File: config.mk
export PLATFORM = sky130hd
export DESIGN_NAME = fetch_queue_flat
export DESIGN_NICKNAME = d
export VERILOG_FILES = /design/src/rtl/fetch_pkg.sv /design/src/rtl/fetch_queue_if.sv /design/src/rtl/fetch_fifo.sv /design/src/rtl/fetch_queue.sv /design/src/flat_wrapper.sv
export SDC_FILE = /design/constraint.sdc
export NUM_CORES = 1
export LEC_CHECK = 0
export ABC_AREA = 1
export ABC_CLOCK_PERIOD_IN_PS = 3600
export CORE_ASPECT_RATIO = 0.75
export CORE_MARGIN = 3
export CORE_UTILIZATION = 55
export DETAILED_ROUTE_END_ITERATION = 12
export GPL_ROUTABILITY_DRIVEN = 0
export PLACE_DENSITY = 0.88
export SYNTH_ARGS = -nofsm -noshare
export SYNTH_HDL_FRONTEND = slang
export SYNTH_SLANG_ARGS = --single-unit
File: constraint.sdc
create_clock -name clk -period 3.6 [get_ports clk]
set_input_delay 0.72 -clock clk [delete_from_list [all_inputs] [get_ports clk]]
set_output_delay 0.72 -clock clk [all_outputs]
set_load 0.01 [all_outputs]
File: src/rtl/fetch_pkg.sv
`default_nettype none
// ============================================================================
// Module      : fetch_pkg
// Description : Shared types and constants for the fetch_queue front end.
// Revision    : 1.0 - initial release
// ============================================================================
package fetch_pkg;

    localparam int FETCH_PC_WIDTH    = 9;
    localparam int FETCH_INSTR_WIDTH = 32;
    localparam int PC_STEP           = 4;

    typedef struct packed {
        logic [FETCH_PC_WIDTH-1:0]    pc;
        logic [FETCH_INSTR_WIDTH-1:0] instr;
    } fetch_entry_t;

endpackage
`default_nettype wire

File: src/rtl/fetch_queue_if.sv
`default_nettype none
// ============================================================================
// Module      : fetch_queue_if
// Description : Instruction-memory, redirect and decode-side signals of fetch_queue.
// Revision    : 1.0 - initial release
// ============================================================================
interface fetch_queue_if
    import fetch_pkg::*;
#(
    parameter int PC_WIDTH    = FETCH_PC_WIDTH,
    parameter int INSTR_WIDTH = FETCH_INSTR_WIDTH,
    parameter int DEPTH       = 4
);
    localparam int CNT_WIDTH = $clog2(DEPTH + 1);

    logic                   imem_req;
    logic [PC_WIDTH-1:0]    imem_addr;
    logic [INSTR_WIDTH-1:0] imem_rdata;
    logic                   redirect_valid;
    logic [PC_WIDTH-1:0]    redirect_pc;
    logic                   out_valid;
    logic                   out_ready;
    logic [PC_WIDTH-1:0]    out_pc;
    logic [INSTR_WIDTH-1:0] out_instr;
    logic [CNT_WIDTH-1:0]   count;

    modport master (
        output imem_req, imem_addr, out_valid, out_pc, out_instr, count,
        input  imem_rdata, redirect_valid, redirect_pc, out_ready
    );

    modport slave (
        input  imem_req, imem_addr, out_valid, out_pc, out_instr, count,
        output imem_rdata, redirect_valid, redirect_pc, out_ready
    );

endinterface
`default_nettype wire

File: src/rtl/fetch_fifo.sv
`default_nettype none
// ============================================================================
// Module      : fetch_fifo
// Description : Circular FIFO with registered count; flush beats push and pop.
// Revision    : 1.0 - initial release
// ============================================================================
module fetch_fifo #(
    parameter  int DEPTH = 4,
    parameter  int WIDTH = 41,
    localparam int CW    = $clog2(DEPTH + 1),
    localparam int PW    = $clog2(DEPTH)
) (
    input  wire logic             clk,
    input  wire logic             rst,
    input  wire logic             i_push,
    input  wire logic             i_pop,
    input  wire logic             i_flush,
    input  wire logic [WIDTH-1:0] i_data,
    output logic      [WIDTH-1:0] o_data,
    output logic      [CW-1:0]    o_count,
    output logic                  o_empty
);

    logic [WIDTH-1:0] r_mem [DEPTH];
    logic [PW-1:0]    r_rd_ptr;
    logic [PW-1:0]    r_wr_ptr;
    logic [CW-1:0]    r_count;
    logic             w_full;
    logic             w_do_push;
    logic             w_do_pop;

    // Explicit wrap so non-power-of-two depths stay legal
    function automatic logic [PW-1:0] f_next(input logic [PW-1:0] p);
        return (p == PW'(DEPTH - 1)) ? '0 : p + 1'b1;
    endfunction

    assign o_empty   = (r_count == '0);
    assign w_full    = (r_count == CW'(DEPTH));
    assign w_do_push = i_push && !w_full;
    assign w_do_pop  = i_pop && !o_empty;
    assign o_data    = r_mem[r_rd_ptr];
    assign o_count   = r_count;

    always_ff @(posedge clk or posedge rst) begin
        if (rst) begin
            r_rd_ptr <= '0;
            r_wr_ptr <= '0;
            r_count  <= '0;
        end else if (i_flush) begin
            r_rd_ptr <= '0;
            r_wr_ptr <= '0;
            r_count  <= '0;
        end else begin
            if (w_do_push) r_wr_ptr <= f_next(r_wr_ptr);
            if (w_do_pop)  r_rd_ptr <= f_next(r_rd_ptr);
            unique case ({w_do_push, w_do_pop})
                2'b10:   r_count <= r_count + 1'b1;
                2'b01:   r_count <= r_count - 1'b1;
                default: r_count <= r_count;
            endcase
        end
    end

    always_ff @(posedge clk) begin
        if (w_do_push && !i_flush) r_mem[r_wr_ptr] <= i_data;
    end

endmodule
`default_nettype wire

File: src/rtl/fetch_queue.sv
`default_nettype none
// ============================================================================
// Module      : fetch_queue
// Description : PC owner and prefetch buffer feeding decode over valid/ready.
// Revision    : 1.0 - initial release
// ============================================================================
module fetch_queue
    import fetch_pkg::*;
#(
    parameter int                   PC_WIDTH    = FETCH_PC_WIDTH,
    parameter int                   INSTR_WIDTH = FETCH_INSTR_WIDTH,
    parameter int                   DEPTH       = 4,
    parameter logic [PC_WIDTH-1:0]  RESET_PC    = '0
) (
    input  wire logic       clk,
    input  wire logic       rst,
    fetch_queue_if.master   bus
);

    localparam int CW = $clog2(DEPTH + 1);
    localparam int EW = PC_WIDTH + INSTR_WIDTH;

    logic [PC_WIDTH-1:0] r_pc;
    logic                r_inflight;
    logic [PC_WIDTH-1:0] r_inflight_pc;
    logic [CW-1:0]       w_count;
    logic [CW:0]         w_occupancy;
    logic                w_issue;
    logic                w_empty;
    logic                w_valid;
    logic                w_pop;
    logic [EW-1:0]       w_head;
    logic [PC_WIDTH-1:0] w_redirect_pc;

    // Issue looks only at occupancy, never at out_ready, so no ready->req path exists
    assign w_occupancy   = {1'b0, w_count} + (CW+1)'(r_inflight);
    assign w_issue       = !rst && !bus.redirect_valid && (w_occupancy < (CW+1)'(DEPTH));
    assign w_redirect_pc = bus.redirect_pc & ~PC_WIDTH'(3);
    assign w_valid       = !w_empty;
    assign w_pop         = w_valid && bus.out_ready;

    always_ff @(posedge clk or posedge rst) begin
        if (rst) begin
            r_pc          <= RESET_PC;
            r_inflight    <= 1'b0;
            r_inflight_pc <= '0;
        end else begin
            r_inflight <= w_issue;
            if (bus.redirect_valid) begin
                r_pc <= w_redirect_pc;
            end else if (w_issue) begin
                r_pc          <= r_pc + PC_WIDTH'(PC_STEP);
                r_inflight_pc <= r_pc;
            end
        end
    end

    fetch_fifo #(
        .DEPTH (DEPTH),
        .WIDTH (EW)
    ) u_fifo (
        .clk     (clk),
        .rst     (rst),
        .i_push  (r_inflight),
        .i_pop   (w_pop),
        .i_flush (bus.redirect_valid),
        .i_data  ({r_inflight_pc, bus.imem_rdata}),
        .o_data  (w_head),
        .o_count (w_count),
        .o_empty (w_empty)
    );

    assign bus.imem_req  = w_issue;
    assign bus.imem_addr = r_pc;
    assign bus.out_valid = w_valid;
    assign bus.out_pc    = w_valid ? w_head[EW-1 -: PC_WIDTH] : '0;
    assign bus.out_instr = w_valid ? w_head[INSTR_WIDTH-1:0] : '0;
    assign bus.count     = w_count;

endmodule
`default_nettype wire

File: src/flat_wrapper.sv
// flat-port wrapper written by rule: the top's interface ports become plain ports
module fetch_queue_flat import fetch_pkg::*;
#(
    parameter int                   PC_WIDTH    = FETCH_PC_WIDTH,
    parameter int                   INSTR_WIDTH = FETCH_INSTR_WIDTH,
    parameter int                   DEPTH       = 4,
    parameter logic [PC_WIDTH-1:0]  RESET_PC    = '0
)
  (clk, rst, bus_imem_req, bus_imem_addr, bus_out_valid, bus_out_pc, bus_out_instr, bus_count, bus_imem_rdata, bus_redirect_valid, bus_redirect_pc, bus_out_ready);
  fetch_queue_if #(.PC_WIDTH(PC_WIDTH), .INSTR_WIDTH(INSTR_WIDTH), .DEPTH(DEPTH)) bus_i ();
  input  wire logic clk;
  input  wire logic rst;
  output wire logic [$bits(bus_i.imem_req)-1:0] bus_imem_req;
  output wire logic [$bits(bus_i.imem_addr)-1:0] bus_imem_addr;
  output wire logic [$bits(bus_i.out_valid)-1:0] bus_out_valid;
  output wire logic [$bits(bus_i.out_pc)-1:0] bus_out_pc;
  output wire logic [$bits(bus_i.out_instr)-1:0] bus_out_instr;
  output wire logic [$bits(bus_i.count)-1:0] bus_count;
  input wire logic [$bits(bus_i.imem_rdata)-1:0] bus_imem_rdata;
  input wire logic [$bits(bus_i.redirect_valid)-1:0] bus_redirect_valid;
  input wire logic [$bits(bus_i.redirect_pc)-1:0] bus_redirect_pc;
  input wire logic [$bits(bus_i.out_ready)-1:0] bus_out_ready;
  assign bus_imem_req = bus_i.imem_req;
  assign bus_imem_addr = bus_i.imem_addr;
  assign bus_out_valid = bus_i.out_valid;
  assign bus_out_pc = bus_i.out_pc;
  assign bus_out_instr = bus_i.out_instr;
  assign bus_count = bus_i.count;
  assign bus_i.imem_rdata = bus_imem_rdata;
  assign bus_i.redirect_valid = bus_redirect_valid;
  assign bus_i.redirect_pc = bus_redirect_pc;
  assign bus_i.out_ready = bus_out_ready;
  fetch_queue #(.PC_WIDTH(PC_WIDTH), .INSTR_WIDTH(INSTR_WIDTH), .DEPTH(DEPTH), .RESET_PC(RESET_PC)) u_core (.clk(clk), .rst(rst), .bus(bus_i));
endmodule
* After elaboration in Yosys (flattened, before gate mapping)
Memories as Yosys holds them, arrays and structs flattened.
Index checks and enable logic that the tools add are counted.
** Word-level totals
- RAM bits :: 164
- Input port bits :: 45
- Output and inout bits :: 55
- Memories :: 1
- Register bits after elaboration :: 26
- Word-level logic and storage cells :: 50
** Memories
- u_core.u_fifo.r_mem :: depth 4, bits a word 41, read ports 1, clocked after memory_dff 0, wr ports 1, RTL line fetch_fifo.sv:24 : logic [WIDTH-1:0] r_mem [DEPTH];
** Cells by class
- Bitwise logic cells :: 1
- Equal/unequal tests :: 5
- Add/sub/neg operators :: 6
- $lt $le $gt $ge :: 1
- Muxes and demuxes :: 14
- Reduce and logical (&&, ||, !) cells :: 16
** Operators with widths (count)
- two-way mux 32 bit :: 1
- two-way mux 9 bit :: 3
- two-way mux 2 bit :: 6
- adder 9 x 3 -> 9 bit (second input constant) :: 1
- == test 2 bit (second input constant) :: 3
- logical AND 1 bit :: 6
- case mux 3 bit (2 select lines) :: 1
- nonzero test 2 bit :: 3
- adder 2 x 1 -> 2 bit (second input constant) :: 2
- adder 3 x 1 -> 4 bit :: 1
- logical NOT 1 bit :: 4
- less-than comparator 4 x 3 -> 1 bit (second input constant) :: 1
- adder 3 x 1 -> 3 bit (second input constant) :: 1
- == test 3 bit (second input constant) :: 1
- logical NOT 3 bit :: 1
- two-way mux 3 bit :: 1
- nonzero test 3 bit :: 1
- subtractor 3 x 1 -> 3 bit (second input constant) :: 1
- == test 2 x 1 -> 1 bit (second input constant) :: 1
- two-way mux 1 bit :: 2
- AND reduction 2 bit :: 1
- NOT 1 bit :: 1

* Logic depth before layout (Yosys ltp)
- Word-level depth :: 7
- Mapped depth :: 12
- Mapped depth without buffers :: 12

* Cells and area by module
Synthesis repeated with hierarchy kept, for this count alone.
** Unflattened totals
- Cells, all modules :: 653
- Area, all modules :: 7782.5 sq um
** Modules (own cells, without submodules)
- fetch_fifo :: times used 1, sequential area each 5099.9 sq um, area each 6602.6 sq um, cells each 463
- fetch_queue :: times used 1, sequential area each 375.4 sq um, area each 1179.9 sq um, cells each 190

* Worst setup path after synthesis
OpenSTA, ideal clock, no wires.
- Path type :: input -> register
- Start :: in bus_redirect_valid
- End :: mem u_core.u_fifo.r_mem[0][0], enable pin
- Setup slack :: 0.542 ns
- Path buffers :: 0
- Data required time :: 3.165 ns
- Data arrival time :: 2.622 ns
- Cell stages on the path :: 3
- Setup time :: 0.435 ns
- Cell sequence :: clkinv_1 -> nand2_1 -> nor2_1
** Between the ends
- Longest elaborated chain between the ends :: 4
** RTL lines
- start, declared :: RTL line flat_wrapper.sv:20 : input wire logic [$bits(bus_i.redirect_valid)-1:0] bus_redirect_valid;
- logical NOT 1 bit :: RTL line fetch_fifo.sv:65 : if (w_do_push && !i_flush) r_mem[r_wr_ptr] <= i_data;
- logical AND 1 bit :: RTL line fetch_fifo.sv:65
- two-way mux 1 bit :: RTL line fetch_fifo.sv:65
- two-way mux 1 bit (not written as such) :: RTL line fetch_fifo.sv:65
- end, declared :: RTL line fetch_fifo.sv:24
Every way passes these cells.

* Worst setup path in the final report
- Start :: reg u_core.u_fifo.r_rd_ptr[0]
- End :: out bus_out_instr[17]
** Between the ends
- Longest elaborated chain between the ends :: 2
** RTL lines
- start, declared :: RTL line fetch_fifo.sv:25 : logic [PW-1:0] r_rd_ptr;
- start signal, assigned :: RTL line fetch_fifo.sv:55 : if (w_do_pop) r_rd_ptr <= f_next(r_rd_ptr);
- memory read (4 x 41 bit)
- two-way mux 32 bit :: RTL line fetch_queue.sv:77 : assign bus.out_instr = w_valid ? w_head[INSTR_WIDTH-1:0] : '0;
- end, declared :: RTL line flat_wrapper.sv:17 : output wire logic [$bits(bus_i.out_instr)-1:0] bus_out_instr;
Every way passes these cells.

==> results.py <==
metrics = {
    "sta": {
        "period_minus_slack_ns": 3.44,
        "report.final.hold_viol_count": 0,
        "final.period_utilization_pct": 95.6,
        "final.setup.tns_ns": 0,
        "maximum_clock_skew_at_final_layout_ns": 0.00650,
        "fmax_mhz": 290,
        "setup_ws_ns": 0.157,
        "timing_max_transition_violations_final": 0,
        "fin_worst_hold_slack_ns": 0.544,
        "setup_viol_count_final": 0,
        "grt_setup_unrepaired": "no",
        "max-slew-margin-rel_pct": 64.9,
        "timing_worst_slew_pin_value_ns": 0.526,
    },
    "yosys": {
        "synth_seq_area_share_pct": 72.0,
        "number_of_library_cell_types_mapped_by_synthesis": 31,
        "postSynthRegisterBits": 178,
        "ys_top_cells_by_count": "sky130_fd_sc_hd__nor2_1, sky130_fd_sc_hd__edfxtp_1, sky130_fd_sc_hd__o21ai_0",
        "ys_async_sr_fraction_pct": 12.4,
        "ys_dominant_reg_cell": "sky130_fd_sc_hd__edfxtp_1",
        "yosysMostFrequentCell": "sky130_fd_sc_hd__nor2_1",
        "mappedNetlistArea_um2": 7270,
        "synth_enable_flop_cells": 156,
        "post-synth-top-area-cell": "sky130_fd_sc_hd__edfxtp_1",
        "synthesis.area_per_instance_um2": 11.8,
        "synthTopCellsByArea": "sky130_fd_sc_hd__edfxtp_1, sky130_fd_sc_hd__nor2_1, sky130_fd_sc_hd__dfrtp_1",
        "synthCells": 615,
        "yosys_warnings": 0,
        "yosysTopAreaCellShare_pct": 64.4,
    },
    "clocking": {
        "clockBufferDepth": 2,
        "cts_tree": "done",
        "clock_insertion_delay_worst_skew_ns": 0.42,
        "cts_inserted_buffers": 17,
        "clock_tree_sinks": 178,
        "post-cts-setup-buffer-count": 0,
        "root_buffer": "sky130_fd_sc_hd__clkbuf_16",
        "clkTransAtPathRegs_ns": 0.07,
        "cts.repair.resized": 0,
        "cts_htree_levels": 4,
        "cts_hold_buffers": 0,
    },
    "power_and_ir_drop": {
        "report.power.total_mw": 6.61,
        "pwr_density_cell_nw_per_um2": 731,
        "p_leak_nw": 3.25,
        "power.ir.vdd_worst_v": 0.000562,
    },
    "floorplanning": {
        "standard_cell_rows": 35,
        "die_h_um": 106,
        "initial_core_util_pct": 57.7,
        "die_w_um": 139,
        "die_area_um2": 14700,
        "coreArea_um2": 12600,
        "ios": 100,
    },
    "worst_setup_path": {
        "worstSetupEndpointType": "output pin",
        "timing.critical_path.slowest_stage_cell": "sky130_fd_sc_hd__dfrtp_2",
        "highest_fanout_seen_on_the_critical_path": 23,
        "worstSetupPathType": "reg2out",
        "critPathMostFrequentCell": "sky130_fd_sc_hd__nor2_1",
        "crit_path_start_kind": "flip-flop",
        "cp_cell_sequence": "buf_4 > nor2_1 > nor2_1 > o21ai_0 > a21oi_1 > clkdlybuf4s50_1",
        "critical_path_required_ns": 2.88,
        "critPathArrivalTime_ns": 2.72,
        "critical-path-max-stage-delay_ns": 0.71,
    },
    "layout": {
        "fraction_of_layout_instances_using_a_drive_strength_above_1_pct": 9.25,
        "diodes": 0,
        "filler_cell_count": 799,
        "areaGrowthSynthToFinish_pct": 24.3,
        "nNetsFinal": 763,
        "finish.utilization_pct": 71.7,
    },
    "route": {
        "ant_nets": 0,
        "drt_pass1_iterations": 8,
        "drt-total-wl_um": 16500,
        "route.vias.total": 5066,
        "vias_per_cell": 5.69,
        "drt_iter0_markers": 343,
        "remaining_drc_errors": 0,
        "wl_per_cell_um": 18.6,
    },
    "min_path": {
        "hold_path_class": "reg2reg",
    },
    "placement": {
        "pre_cts_slack_ns": 0.608,
        "io_buffer_count": 93,
        "half_perimeter_wire_length_after_detailed_placement_um": 9800,
    },
    "run_status": {
        "status": "finished, final reports clean",
    },
    "run": {
        "max_cap_viol_count": 0,
    },
    "global_route": {
        "antenna_found_initial": 0,
        "grt_first_pass_wirelength_um": 26100,
        "first_global_vias": 5062,
        "grt_start_max_net_pins": 80,
        "globalRouteOverflowTotal": 0,
        "globalRouteTotalUtil_pct": 23.0,
    },
}
-- metal layers --
layer | up-vias | global-route usage, % | part of all wire, %
met5 | - | 0 | 0
met4 | 0 | 8.94 | 2.3
met3 | 31 | 5.44 | 7.4
met2 | 246 | 38.8 | 51
met1 | 2478 | 29.3 | 40
li1 | 2311 | - | -
-- final cells by class --
| cell class | instances | area (um^2) | area share, % |
|---|---|---|---|
| clock buffer | 18 | 429 | 4.75 |
| clock inverter | 14 | 201 | 2.23 |
| inverter | 23 | 91.3 | 1.01 |
| multi-input combinational | 382 | 1780 | 19.7 |
| sequential | 178 | 5240 | 57.9 |
| tap | 166 | 208 | 2.30 |
| timing repair buffer | 109 | 1090 | 12.1 |
-- power by group --
group          internal, mW  switching, mW  total (mW)  leakage [nW]
Clock                  1.17          0.781        1.95         0.302
Sequential             2.38          0.150        2.53          1.69
Combinational         0.909           1.22        2.13          1.26
-- metrics by stage --
step           cells  instance area (um^2)
2_1_floorplan    618                  7280
3_3_place_gp     858                  8400
3_5_place_dp     858                  8400
4_1_cts          890                  9030
5_1_grt          890                  9040
6_report         890                  9040
-- critical path, delay by kind of cell (launching register included) --
kind                   cells  cell delay (ns)
AND/OR/NAND/NOR            2             0.21
buffers and inverters      2             0.97
flip-flops                 1             0.71
AO/OA/AOI/OAI              2             0.40
-- state kept, by name, indices dropped and copies added (netlist names) --
register / flops
u_core.u_fifo.o_count: 3
u_core.r_inflight: 1
u_core.u_fifo.r_mem: 156
u_core.u_fifo.r_rd_ptr: 2
u_core.r_inflight_pc: 7
u_core.bus.imem_addr: 7
u_core.u_fifo.r_wr_ptr: 2
-- final timing paths --
path | startpoint | end | slack (ns) | cells after the start
hold reg to reg | u_core.r_inflight_pc[7] | u_core.u_fifo.r_mem[1][39] | 0.54 | 0
min in group asynchronous | rst | u_core.r_inflight_pc[8] | 0.70 | 3
setup / recovery | u_core.u_fifo.r_rd_ptr[0] | bus_out_instr[17] | 0.16 | 6
hold / removal | u_core.r_inflight_pc[7] | u_core.u_fifo.r_mem[1][39] | 0.54 | 0
setup reg to reg | u_core.u_fifo.o_count[0] | u_core.u_fifo.r_mem[0][2] | 1.43 | 7
max in group asynchronous | rst | u_core.u_fifo.r_rd_ptr[1] | 2.66 | 3
-- kinds of logic (layout without fill, tap and decap cells) --
logic type	Yosys count	in the layout	synth area share (%)
other	1	4	0.0516
buffers and inverters	58	164	4.09
adder cells (fa/ha/maj)	7	7	1.31
AND/OR/NAND/NOR	235	235	12.9
flip-flops	178	178	72.0
AO/OA/AOI/OAI	133	133	9.36
XOR/XNOR	3	3	0.361
-- cells in the final DEF (no fill, tap or decap), types with 2 or more instances in the layout --
cell type and n:
sky130_fd_sc_hd__clkinv_4 3, sky130_fd_sc_hd__conb_1 4, sky130_fd_sc_hd__nand2_2 5, sky130_fd_sc_hd__dfrtp_1 20
sky130_fd_sc_hd__a21oi_1 39, sky130_fd_sc_hd__buf_4 12, sky130_fd_sc_hd__clkbuf_16 17, sky130_fd_sc_hd__inv_1 17
sky130_fd_sc_hd__dfrtp_2 2, sky130_fd_sc_hd__nor2_4 6, sky130_fd_sc_hd__nor2_1 161, sky130_fd_sc_hd__xnor2_1 2
sky130_fd_sc_hd__nand3_1 11, sky130_fd_sc_hd__buf_12 3, sky130_fd_sc_hd__o21ai_0 82, sky130_fd_sc_hd__edfxtp_1 156
sky130_fd_sc_hd__o211ai_1 3, sky130_fd_sc_hd__ha_1 6, sky130_fd_sc_hd__o21ai_1 6, sky130_fd_sc_hd__nand2_1 49
sky130_fd_sc_hd__inv_2 4, sky130_fd_sc_hd__inv_6 5, sky130_fd_sc_hd__bufinv_16 4, sky130_fd_sc_hd__clkdlybuf4s50_1 93
sky130_fd_sc_hd__clkinvlp_4 2
Note: power is estimated with default switching activity, not from simulation.
